`config.mk`:
```
export PLATFORM = sky130hd
export DESIGN_NAME = md_issue_ctrl
export DESIGN_NICKNAME = d
export VERILOG_FILES = /design/src/rtl/md_issue_ctrl.sv
export SDC_FILE = /design/constraint.sdc
export NUM_CORES = 1
export LEC_CHECK = 0
export ABC_AREA = 1
export BUFFER_PORTS_ARGS = -buffer_cell sky130_fd_sc_hd__buf_4
export CAP_MARGIN = 20
export CORE_ASPECT_RATIO = 0.6
export CORE_MARGIN = 10
export CORE_UTILIZATION = 48
export CTS_BUF_LIST = sky130_fd_sc_hd__clkbuf_16
export DETAILED_ROUTE_END_ITERATION = 8
export MAX_ROUTING_LAYER = met4
export PLACE_DENSITY = 0.77
export SYNTH_ARGS = -nofsm -noshare
export SYNTH_HDL_FRONTEND = slang
export SYNTH_SLANG_ARGS = --single-unit
```
`constraint.sdc`:
```
create_clock -name CLK -period 1.6 [get_ports CLK]
set_input_delay 0.16 -clock CLK [delete_from_list [all_inputs] [get_ports CLK]]
set_output_delay 0.16 -clock CLK [all_outputs]
set_load 0.02 [all_outputs]
```
`src/rtl/md_issue_ctrl.sv`:
```
// EX-stage issue controller for the multiply/divide unit: drives and holds the MD
// operation/operands, stalls MD-class instructions while the unit is occupied, returns mfhi/mflo data.
//
// state | meaning
// IDLE  | no MD access in progress, IDLE_OP driven
// START | mult/div presented, MD unit latches start at closing edge
// WAIT  | op/operands held while MD unit is busy, watchdog counting
// WRITE | mthi/mtlo presented for one cycle
// READ  | mfhi/mflo presented, result captured at closing edge
module md_issue_ctrl #(
  parameter int          TIMEOUT = 32,
  parameter logic [4:0]  IDLE_OP = 5'b00000
) (
  input  logic        CLK,
  input  logic        RST_N,
  input  logic        EXValid,
  input  logic [4:0]  EXMDOp,
  input  logic [31:0] EXOperand1,
  input  logic [31:0] EXOperand2,
  input  logic        Flush,
  input  logic        MDBusy,
  input  logic [31:0] MDResult,
  output logic [4:0]  MDOperation,
  output logic [31:0] MDOperand1,
  output logic [31:0] MDOperand2,
  output logic        Stall,
  output logic [31:0] ResultOut,
  output logic        ResultValid,
  output logic        MDError
);

  localparam int WDW = $clog2(TIMEOUT + 1);

  typedef enum logic [2:0] {
    S_IDLE,
    S_START,
    S_WAIT,
    S_WRITE,
    S_READ
  } state_t;

  state_t          state_q, state_d;
  logic [4:0]      mdop_q, mdop_d;
  logic [31:0]     opnd1_q, opnd1_d;
  logic [31:0]     opnd2_q, opnd2_d;
  logic [31:0]     result_q, result_d;
  logic            rvalid_q, rvalid_d;
  logic            error_q, error_d;
  logic [WDW-1:0]  wdog_q, wdog_d;

  logic is_md;
  logic stall;
  logic accept;

  assign is_md  = (EXMDOp >= 5'd5) && (EXMDOp <= 5'd12);
  // MDBusy term protects against a reset that landed while the (unreset) MD unit was mid-operation
  assign stall  = EXValid && is_md && ((state_q != S_IDLE) || MDBusy);
  assign accept = EXValid && is_md && !stall && !Flush;

  always_comb begin
    state_d  = state_q;
    mdop_d   = mdop_q;
    opnd1_d  = opnd1_q;
    opnd2_d  = opnd2_q;
    result_d = result_q;
    rvalid_d = 1'b0;
    error_d  = error_q;
    wdog_d   = wdog_q;

    case (state_q)
      S_IDLE: begin
        mdop_d = IDLE_OP;
        if (accept) begin
          mdop_d = EXMDOp;
          case (EXMDOp)
            5'd5, 5'd6, 5'd7, 5'd8: begin
              opnd1_d = EXOperand1;
              opnd2_d = EXOperand2;
              state_d = S_START;
            end
            5'd11, 5'd12: begin
              opnd1_d = EXOperand1;
              opnd2_d = '0;
              state_d = S_WRITE;
            end
            default: state_d = S_READ;
          endcase
        end
      end
      S_START: begin
        wdog_d  = '0;
        state_d = S_WAIT;
      end
      S_WAIT: begin
        // hi/lo are recomputed from the inputs, so op and operands stay put until done
        if (!MDBusy) begin
          mdop_d  = IDLE_OP;
          state_d = S_IDLE;
        end else if (wdog_q == WDW'(TIMEOUT - 1)) begin
          wdog_d  = wdog_q + WDW'(1);
          error_d = 1'b1;
          mdop_d  = IDLE_OP;
          state_d = S_IDLE;
        end else begin
          wdog_d = wdog_q + WDW'(1);
        end
      end
      S_WRITE: begin
        mdop_d  = IDLE_OP;
        state_d = S_IDLE;
      end
      S_READ: begin
        result_d = MDResult;
        rvalid_d = !Flush;
        mdop_d   = IDLE_OP;
        state_d  = S_IDLE;
      end
      default: begin
        mdop_d  = IDLE_OP;
        state_d = S_IDLE;
      end
    endcase
  end

  always_ff @(posedge CLK or negedge RST_N) begin
    if (!RST_N) begin
      state_q  <= S_IDLE;
      mdop_q   <= IDLE_OP;
      opnd1_q  <= '0;
      opnd2_q  <= '0;
      result_q <= '0;
      rvalid_q <= 1'b0;
      error_q  <= 1'b0;
      wdog_q   <= '0;
    end else begin
      state_q  <= state_d;
      mdop_q   <= mdop_d;
      opnd1_q  <= opnd1_d;
      opnd2_q  <= opnd2_d;
      result_q <= result_d;
      rvalid_q <= rvalid_d;
      error_q  <= error_d;
      wdog_q   <= wdog_d;
    end
  end

  assign MDOperation = mdop_q;
  assign MDOperand1  = opnd1_q;
  assign MDOperand2  = opnd2_q;
  assign Stall       = stall;
  assign ResultOut   = result_q;
  assign ResultValid = rvalid_q;
  assign MDError     = error_q;

endmodule
```
# ---- Word level (Yosys, flattened, before mapping)
# Cells that the tools add are included.
dict set report op_classes {
  div_mod_pow 0
  n_reduce_logical 21
  n_mux 13
  n_lt_le_gt_ge 2
  n_addsub 1
  shift 0
  n_eq_ne 13
  n_bitwise 1
  n_mul 0
}
# cell count
set ops {}
lappend ops {{$pmux 32 s2} 1}
lappend ops {{$eq 5x3->1 const B} 3}
lappend ops {{$eq 5x4->1 const B} 3}
lappend ops {{$mux 5} 3}
lappend ops {{$pmux 5 s3} 1}
lappend ops {{$pmux 6 s2} 1}
lappend ops {{$mux 3} 3}
lappend ops {{$pmux 3 s3} 1}
lappend ops {{$reduce_and 3->1} 3}
lappend ops {{$add 6x1->6 const B} 1}
lappend ops {{$eq 6x5->1 const B} 1}
lappend ops {{$mux 6} 1}
lappend ops {{$pmux 3 s2} 1}
lappend ops {{$reduce_and 2->1} 3}
lappend ops {{$reduce_or 6->1} 1}
lappend ops {{$ge 5x3->1 const B} 1}
lappend ops {{$le 5x4->1 const B} 1}
lappend ops {{$logic_and 1x1->1} 5}
lappend ops {{$ne 2x2->1 const B} 2}
lappend ops {{$reduce_bool 2->1} 2}
lappend ops {{$reduce_or 4->1} 1}
lappend ops {{$eq 3x1->1 const B} 1}
lappend ops {{$eq 3x2->1 const B} 1}
lappend ops {{$eq 3x3->1 const B} 1}
lappend ops {{other kinds (8)} 9}
dict set report totals {
  rom_bits 0
  memories 0
  ram_bits 0
  output_inout_bits 104
  input_bits 106
  latchBits 0
  word_cells 59
  regBits 112
}

# ---- Logic depth before layout (Yosys ltp)
# Gate-level depths: netlist of run 1.
dict set report depth {
  word_depth 9
  mapped_depth 11
  depth_no_buf 9
}

# ---- Worst setup path before layout of run 1
# Ideal clock, no wire load.
dict set report synth_timing {
  kind {register to register}
  from {register state_q[0]}
  to {register opnd1_q[0], in the netlist MDOperand1[0]}
  stages_incl_launch_ff 11
  n_path_buf 2
  arrival_ns 1.346
  period_less_slack_ns 1.463
  required_time_ns 1.483
  slack_ns 0.137
  setup_time_ns 0.117
  cell_sequence {dfrtp_1 nor2_2 nand2_1 nor2_2 nand2_1 nor2_1 nand2_1 buf_4 buf_6 nand2_1 nand2_1}
}
dict set report synth_between {
  elab_chain_len 7
  word_cells_on_any_way 8
  classes_between {reduce/logical (8)}
}
# element line
set synth_lines {}
lappend synth_lines {{start, declared} 42} ;# state_t state_q, state_d;
lappend synth_lines {{start signal, assigned} 136} ;# state_q <= state_d;
lappend synth_lines {{$reduce_bool 3->1} 57} ;# assign stall = EXValid && is_md && ((state_q != S_IDLE) || MDBusy);
lappend synth_lines {{$logic_or 1x1->1} 57}
lappend synth_lines {{$logic_and 1x1->1} 57}
lappend synth_lines {{$logic_not 1->1} 58} ;# assign accept = EXValid && is_md && !stall && !Flush;
lappend synth_lines {{$logic_and 1x1->1 (2 in a row)} 58}
lappend synth_lines {{$reduce_and 3->1 (no source line) *} n/a}
lappend synth_lines {{end signal, assigned} 138} ;# opnd1_q <= opnd1_d;
lappend synth_lines {{end, declared} 44} ;# logic [31:0] opnd1_q, opnd1_d;
# Mark *: on every way between the ends. The rest lies on a longest branch, timed or not.
# A chain may end at the register's enable or synchronous reset.

# ---- Worst setup path after layout of run 1
dict set report layout_timing {
  from {register state_q[1]}
  to {register opnd2_q[11], in the netlist MDOperand2[11]}
}
dict set report layout_between {
  elab_chain_len 7
  word_cells_on_any_way 8
  classes_between {reduce/logical (8)}
}
# element line
set layout_lines {}
lappend layout_lines {{$reduce_bool 3->1} 57}
lappend layout_lines {{$logic_or 1x1->1} 57}
lappend layout_lines {{$logic_and 1x1->1} 57}
lappend layout_lines {{$logic_not 1->1} 58}
lappend layout_lines {{$logic_and 1x1->1 (2 in a row)} 58}
lappend layout_lines {{$reduce_and 3->1 (no source line) *} n/a}
lappend layout_lines {{end signal, assigned} 139} ;# opnd2_q <= opnd2_d;
lappend layout_lines {{end, declared} 45} ;# logic [31:0] opnd2_q, opnd2_d;
# Marked as above.

==> results.cfg, run 1 <==
[synth]
synth_ff_type = dfrtp_1
netlist_area_sq_mm = 0.004855
synth_top_family_by_area = simple AND/OR/NAND/NOR gates
synth-seq-cells = 112
avgSynthCellArea_sq_um = 9.108
synth_compound_area_frac = 0.01649
ys_seq_area_frac = 0.5773
syn_inst = 533
synth_warnings = 0
synth_simple_gate_area_frac = 0.2490
synth_commonest_cells = nand2_1, dfrtp_1, nand3_1
synth_adder_area_share = 0.002577
synthMuxAreaShare = 0.07423
yosysUniqueCellTypes = 20
yosys.area.top_type_share = 0.5773
synth_most_common_cell = nand2_1
synth_area_leaders = dfrtp_1, nand2_1, nand3_1, mux2_2, inv_1
synth-edff-count = 0
synth-xor-area-share = 0.001804
async_flop_share = 1.000
syn-num-nets = 640
yosys.area.top_type = dfrtp_1

[sta]
min_period_over_period = 1.015
slew_violations = 0
worst_pin_slew_ps = 346.0
holdWs_ps = 32.87
finalHoldViolCount = 0
fin_crit_ps = 1625
setup_tns_ps = -381.3
grt_setup_unrepaired = true
clock.fmax_mhz = 615.6
setup_violations = 29
setup_slack_ps = -24.55
fin_skew_ps = 4.015
slew_headroom = 0.7693

[final_layout]
fillers = 738
layout.nets = 858
layout-drive-gt1-share = 0.4034
seqCellArea_sq_mm = 0.002803
diodes = 0
fin_util = 0.7335
area_growth_pct = 48.74
stdcell_count = 891
multi_input_area_sq_mm = 0.001765

[setup_path]
startpoint = state_q[1]
r2r_end = MDOperand2[11]
critPathMaxFanout = 8
endpoint_kind = flop
worstPathArrival_ps = 1910
rrSetupSlack_ps = -20
slowest_delay_ps = 400
slowest_stage = dfrtp_1
r2r_cells = 9
crit_type = flop to flop
endpoint = MDOperand2[11]
critPathRequiredTime_ps = 1880
r2r_start = state_q[1]
path_cells = nor2_2 -> nand2_2 -> nor2_4 -> nand2_2 -> nor2_4 -> buf_12 -> buf_6 -> nand3_1 -> nand2_1
critPathLaunchType = flop

[floorplan]
coreArea_sq_mm = 0.009844
die_x_um = 149.8
die_area_sq_mm = 0.01467
initial_core_util = 0.4931
rows = 28
num_io_pins = 210
die_y_um = 97.90

[global_routing]
grt_max_degree = 65
grt_pass1_wl_um = 23090
grt-ovfl-total = 0
grtUsageTotal = 0.2013
antenna_found_initial = 0
grt_pass1_vias = 4356

[power]
p_leak_nw = 4.020
power-per-cell-area_mw_per_mm2 = 1184
vdd_ir_drop_max_uv = 621.2

[clocking]
cts_sinks = 112
clk_pin_slew_ps = 80
cts_buffers = 9
cts.root.buffer_cell = clkbuf_16
cts_tree = done
worstSkewPairLatency_ps = 350
h-tree-depth = 3
clockBufferDepth = 2

[place]
globalplace.congestion = 0.8497
dp_slack_ps = 6.806
place_inst = 860
port_buffers = 209
dp_hpwl_um = 11050

[routing]
drc = 0
ant_nets = 0
firstDrtPassIters = 5
drt_wl_total_um = 16260
wl_per_cell_um = 18.25
drt-initial-drc-count = 249
vias_per_cell = 4.998
dr_total_vias = 4453

[run]
drv_cap = 0

[status]
violations = setup timing
status = finished with violations

[hold_path]
holdCritPathClass = input port to flop
-- sequential cells by signal (all words and copies together), names as in the netlist --
register / cells
ResultValid: 1
MDOperation: 5
MDOperand2: 32
wdog_q: 6
ResultOut: 32
MDOperand1: 32
state_q: 3
MDError: 1
-- per-layer routing --
metal  GRT usage  up-vias  wire length [um]
li1            -     2112                 -
met1      0.2514     2114              6980
met2      0.3036      205              7308
met3     0.07788       22              1704
met4     0.04464        0               263
met5           -        -                 0
-- power by group --
group          internal (mW)  leakage, nW  switching, mW
registers               3.38         1.45          0.323
logic                   1.23         2.43           1.47
clock network           1.08        0.139           1.07
-- repair_timing --
action | in CTS | in global routing
cloned | 1 | 8
hold endpoints to repair | 113 | 0
resized for setup | 1 | 24
buffers inserted | 1 | 3
pin swaps | 1 | 37
hold buffers | 2 | 0
setup endpoints to repair | 15 | 66
-- through the flow --
step | power [mW] | cell area [sq um]
finish | 8.548 | 7221
global route | 8.986 | 7221
CTS | 8.557 | 6939
detailed placement | 6.400 | 6591
global placement | 6.324 | 6591
floorplan | 4.962 | 4855
-- cells by family after synthesis --
kind of cell / count (synthesis)
buf+inv: 80
fa+ha+maj: 1
simple gates: 292
flops: 112
compound gates: 15
xor+xnor: 1
mux: 32
-- how the worst min path moves through the flow --
stage	to	cells past startpoint	slack (ps)	from
after floorplan	MDError	0	-140	RST_N
after global placement	MDOperand2[12]	2	180	RST_N
after detailed placement	MDOperand2[9]	2	180	RST_N
after CTS	MDOperand1[17]	3	40	EXOperand1[17]
after global routing	ResultOut[9]	2	30	MDResult[9]
final	MDOperand1[31]	3	30	EXOperand1[31]
-- layout make-up --
class	instances	area share
multi-input cells	341	0.2445
clock buffers	9	0.03119
clock inverters	7	0.007624
flip-flops and latches	112	0.3881
repair buffers	235	0.2781
well taps	135	0.02339
inverters	52	0.02703
-- placed cells by master, fill, tap and decap left out, types with 10 or more instances in the layout --
master and instances:
nand3_1 64, mux2_2 32, o21ai_0 10, nand3_2 11
clkbuf_16 14, nand2_1 155, buf_4 215, nor2_1 46
inv_1 52, dfrtp_1 112
-- critical path: cells and delay by family (launching register included) --
kind / cells / cell delay, ps
buf+inv: 2 / 350
flops: 1 / 400
simple gates: 7 / 810
No activity file was read; power rests on OpenSTA's default activity.
==> run 2, diff against run 1 <==
--- a/config.mk
+++ b/config.mk
@@ -10,11 +10,12 @@
 export CAP_MARGIN = 20
 export CORE_ASPECT_RATIO = 0.6
 export CORE_MARGIN = 10
-export CORE_UTILIZATION = 48
+export CORE_UTILIZATION = 45
 export CTS_BUF_LIST = sky130_fd_sc_hd__clkbuf_16
+export CTS_CLUSTER_SIZE = 24
 export DETAILED_ROUTE_END_ITERATION = 8
 export MAX_ROUTING_LAYER = met4
-export PLACE_DENSITY = 0.77
+export PLACE_DENSITY = 0.72
 export SYNTH_ARGS = -nofsm -noshare
 export SYNTH_HDL_FRONTEND = slang
 export SYNTH_SLANG_ARGS = --single-unit
==> run 2 against run 1 <==
The run still ends with setup timing left. Combinational power about the same. Final cell count increased by 0.56%. Global-route usage fell by 1.5 points. Die area is 5.5% higher. Register-to-register slack better by 20 ps. Critical endpoint is now MDOperand2[5]. Largest cell class unchanged.
==> results.cfg, run 2 (synthesis gave the netlist of run 1 again) <==
[global_routing]
busiest_layer = met2
use_met2 = 0.2706
antenna_found_initial = 0
grt-ovfl-total = 0
grt_pass1_vias = 4211
use_met1 = 0.2501
grt_use_met3 = 0.05669
grtUsageTotal = 0.1858
grt_max_degree = 59
grt_pass1_wl_um = 22690

[sta]
setup_violations = 2
min_period_over_period = 1.001
fin_crit_ps = 1602
slew_violations = 0
slew_headroom = 0.7983
grt_setup_unrepaired = true
fin_skew_ps = 6.085
clock.fmax_mhz = 624.3
setup_slack_ps = -1.704
worst_pin_slew_ps = 302.5
finalHoldViolCount = 0

[floorplan]
die_x_um = 154.1
initial_core_util = 0.4598
num_io_pins = 210
die_y_um = 100.5
coreArea_sq_mm = 0.01056
rows = 29
die_area_sq_mm = 0.01548

[setup_path]
crit_type = flop to flop
rrSetupSlack_ps = -2
r2r_end = MDOperand2[5]
critPathLaunchType = flop
endpoint = MDOperand2[5]
worstPathArrival_ps = 1840
endpoint_kind = flop
r2r_start = state_q[1]
critPathRequiredTime_ps = 1840
critPathMaxFanout = 13
r2r_cells = 9
startpoint = state_q[1]

[routing]
firstDrtPassIters = 5
drt-initial-drc-count = 278
drc = 0
dr_total_vias = 4337
vias_per_cell = 4.840
ant_nets = 0
wl_per_cell_um = 17.65
drt_wl_total_um = 15810

[final_layout]
fin_area_sq_mm = 0.007207
area_growth_pct = 48.45
fillers = 852
layout.nets = 860
most-common-layout-cells = buf_4, nand2_1, dfrtp_1
stdcell_count = 896
final_common_cell = buf_4
diodes = 0
layout-drive-gt1-share = 0.4055
fin_util = 0.6825

[run]
drv_cap = 0

[power]
p_leak_nw = 4.024
p_comb_frac = 0.314
power-per-cell-area_mw_per_mm2 = 1181
clockPowerShare = 0.252
vdd_ir_drop_max_uv = 720.8
swShare = 0.3341
p_int_mw = 5.666
p_switching_mw = 2.843
seqPwrFrac = 0.434

[place]
globalplace.congestion = 0.8703
place_inst = 866
port_buffers = 209
place_area_sq_mm = 0.006599
dp_hpwl_um = 11000

[hold_path]
holdCritPathClass = input port to flop

[clocking]
cts.root.buffer_cell = clkbuf_16
h-tree-depth = 3
worstSkewPairLatency_ps = 350
cts_tree = done
clockBufferDepth = 2
cts_buffers = 9
clk_pin_slew_ps = 70
cts_sinks = 112

[status]
status = finished with violations
violations = setup timing
-- run 2: power groups by stage --
stage          Clock (mW)  Combinational [mW]  Sequential (mW)
2_1_floorplan           0               0.589             4.37
3_3_place_gp            0                2.60             3.72
3_5_place_dp            0                2.65             3.73
4_1_cts              2.18                2.66             3.68
5_1_grt              2.31                2.87             3.77
6_report             2.14                2.67             3.69
-- run 2: area by class of cell --
type	instances	area [sq um]	area share
Multi-Input combinational cell	341	1755	0.2436
Clock buffer	9	225.2	0.03125
Tap cell	139	173.9	0.02413
Clock inverter	6	53.80	0.007465
Timing Repair Buffer	237	2001	0.2776
Inverter	52	195.2	0.02708
Sequential cell	112	2803	0.3889
-- run 2: stage by stage --
step | setup WS, ps | TNS (ps) | power [mW] | hold WS, ps
floorplan | 136.9 | 0 | 4.962 | -135.6
global placement | 124.8 | 0 | 6.323 | 18.27
detailed placement | 22.57 | 0 | 6.387 | 26.49
CTS | 9.200 | 0 | 8.524 | 28.37
global route | -99.89 | -4810 | 8.947 | 25.33
finish | -1.704 | -2.741 | 8.509 | 36.17
-- run 2: how the worst min path moves through the flow --
stage	cells past startpoint	slack (ps)	startpoint	endpoint
after CTS	2	30	MDResult[6]	ResultOut[6]
after global routing	2	30	MDResult[22]	ResultOut[22]
final	2	40	MDResult[6]	ResultOut[6]
after floorplan	0	-140	RST_N	MDError
after global placement	1	20	RST_N	MDOperation[1]
after detailed placement	1	30	RST_N	MDOperation[1]
-- run 2: worst max-delay path: stages, from the launching register on --
cell,delay (ps)
dfrtp_1,400
nor2_2,140
nand2_2,90
nor2_4,130
nand2_2,90
nor2_4,170
nand2_4,140
clkbuf_16,210
nand2_1,60
nand2_1,50
-- run 2: timing repair --
| action | in CTS | in global routing |
|---|---|---|
| resized for setup | 0 | 26 |
| setup buffers | 0 | 5 |
| hold endpoints to repair | 113 | 0 |
| hold buffers | 2 | 0 |
| setup endpoints to repair | 0 | 65 |
-- run 2: routing by layer --
layer,part of all wire,wire (um)
met4,0.0077,121
met5,0,0
met2,0.45,7066
met1,0.47,7492
met3,0.072,1132
==> run 3, diff against run 2 <==
--- a/config.mk
+++ b/config.mk
@@ -8,7 +8,6 @@
 export ABC_AREA = 1
 export BUFFER_PORTS_ARGS = -buffer_cell sky130_fd_sc_hd__buf_4
 export CAP_MARGIN = 20
-export CORE_ASPECT_RATIO = 0.6
 export CORE_MARGIN = 10
 export CORE_UTILIZATION = 45
 export CTS_BUF_LIST = sky130_fd_sc_hd__clkbuf_16
==> run 3 against run 2 <==
The run now ends clean. Final cell count decreased by 0.45%. Die area decreased by 0.88%. Sequential share of layout area increased by 0.35 points.
==> results.cfg, run 3 (synthesis gave the netlist of run 1 again) <==
[final_layout]
diodes = 0
multi_input_area_sq_mm = 0.001739
stdcell_count = 892
layout-drive-gt1-share = 0.3981
area_growth_pct = 47.11
most-common-layout-cells = buf_4, nand2_1, dfrtp_1
fin_util = 0.6856
fin_area_sq_mm = 0.007142
final_common_cell = buf_4
fillers = 802
seqCellArea_sq_mm = 0.002803
layout.nets = 858

[floorplan]
die_y_um = 123.9
die_area_sq_mm = 0.01534
num_io_pins = 210
die_x_um = 123.9
initial_core_util = 0.4661
rows = 37
coreArea_sq_mm = 0.01042

[hold_path]
worst_hold_path.endpoint = MDOperand1[5]
hold_depth = 3
hold_start = EXOperand1[5]
holdCritPathClass = input port to flop

[place]
place_inst = 864
dp_hpwl_um = 10530
port_buffers = 209
dp_slack_ps = -16.22
globalplace.congestion = 0.8687
place_area_sq_mm = 0.006603

[routing]
drt-initial-drc-count = 234
ant_nets = 0
drt_wl_total_um = 14910
drc = 0
firstDrtPassIters = 4
vias_per_cell = 4.840
dr_total_vias = 4317
wl_per_cell_um = 16.71

[clocking]
cts.root.buffer_cell = clkbuf_16
cts_buffers = 9
cts_sinks = 112
cts_tree = done
clockBufferDepth = 2
clk_pin_slew_ps = 80
worstSkewPairLatency_ps = 340
h-tree-depth = 3

[power]
vdd_ir_drop_max_uv = 640.2
p_switching_mw = 2.804
clockPowerShare = 0.251
power_mw = 8.461
p_int_mw = 5.657
p_leak_nw = 3.985
power-per-cell-area_mw_per_mm2 = 1185
swShare = 0.3314
seqPwrFrac = 0.438
p_comb_frac = 0.311

[setup_path]
r2r_cells = 9
critPathRequiredTime_ps = 1880
rrSetupSlack_ps = 50
worstPathArrival_ps = 1820
crit_type = flop to flop
critPathLaunchType = flop
critPathMaxFanout = 13
endpoint_kind = flop
r2r_start = state_q[0]
r2r_end = MDOperand2[26]

[sta]
slew_headroom = 0.6126
holdWs_ps = 47.87
min_period_over_period = 0.9672
slew_violations = 0
fin_skew_ps = 6.529
finalHoldViolCount = 0
setup_tns_ps = 0
grt_setup_unrepaired = true
worst_pin_slew_ps = 581.2
fin_crit_ps = 1548
clock.fmax_mhz = 646.2
setup_slack_ps = 52.45
setup_violations = 0

[status]
status = complete, no violations

[run]
drv_cap = 0

[global_routing]
grtUsageTotal = 0.1829
grt_pass1_vias = 4363
grt_pass1_wl_um = 21870
grt_max_degree = 113
antenna_found_initial = 0
grt-ovfl-total = 0
-- run 3: cell count changes in the layout (fill, tap and decap cells not counted), sizes merged --
cell      previous run  this run
clkbuf              14        12
clkinvlp             1         3
clkinv               3         2
-- run 3: worst max-delay path, stage by stage (launching register included) --
cell and delay [ps]:
dfrtp_1 400, nor2_2 150, nand2_2 100, nor2_4 100, nand2_2 80, nor2_4 170
buf_12 170, buf_6 170, nand3_1 80, nand2_1 70
-- run 3: layer usage --
layer,up-vias,track usage,wire [um],share of wire
met4,0,0.04949,183,0.012
met3,14,0.05656,1599,0.11
met2,180,0.2917,6997,0.47
met1,2015,0.2206,6128,0.41
li1,2108,-,-,-
met5,-,-,0,0
-- run 3: layout make-up --
cell class / instances / share of cell area
clock buffers: 9 / 0.03153
inverters: 52 / 0.02733
multi-input cells: 341 / 0.2435
clock inverters: 7 / 0.007533
well taps: 136 / 0.02383
flip-flops and latches: 112 / 0.3924
repair buffers: 235 / 0.2738
-- run 3: how the worst max path moves through the flow --
| stage | start | to | slack, ps | depth (start not counted) |
|---|---|---|---|---|
| CTS | state_q[1] | MDOperand2[16] | -0.04 | 9 |
| finish | state_q[0] | MDOperand2[26] | 50 | 9 |
| floorplan | state_q[0] | MDOperand1[0] | 140 | 10 |
| global placement | state_q[0] | MDOperand1[31] | 80 | 9 |
| detailed placement | state_q[0] | MDOperand1[15] | -20 | 9 |
| global route | state_q[0] | MDOperand2[3] | -60 | 9 |
-- run 3: timing repair --
item	in CTS	in global routing
cloned	1	5
endpoints found under the setup margin	50	64
buffers inserted	3	1
hold buffers	2	0
hold endpoints to repair	113	0
pin swaps	2	11
resized for setup	1	23
-- run 3: power groups by stage --
stage | clock [mW] | combinational (mW) | sequential (mW)
final | 2.12 | 2.63 | 3.70
after global routing | 2.25 | 2.85 | 3.78
after CTS | 2.16 | 2.65 | 3.70
after detailed placement | 0 | 2.64 | 3.74
after global placement | 0 | 2.59 | 3.72
after floorplan | 0 | 0.589 | 4.37
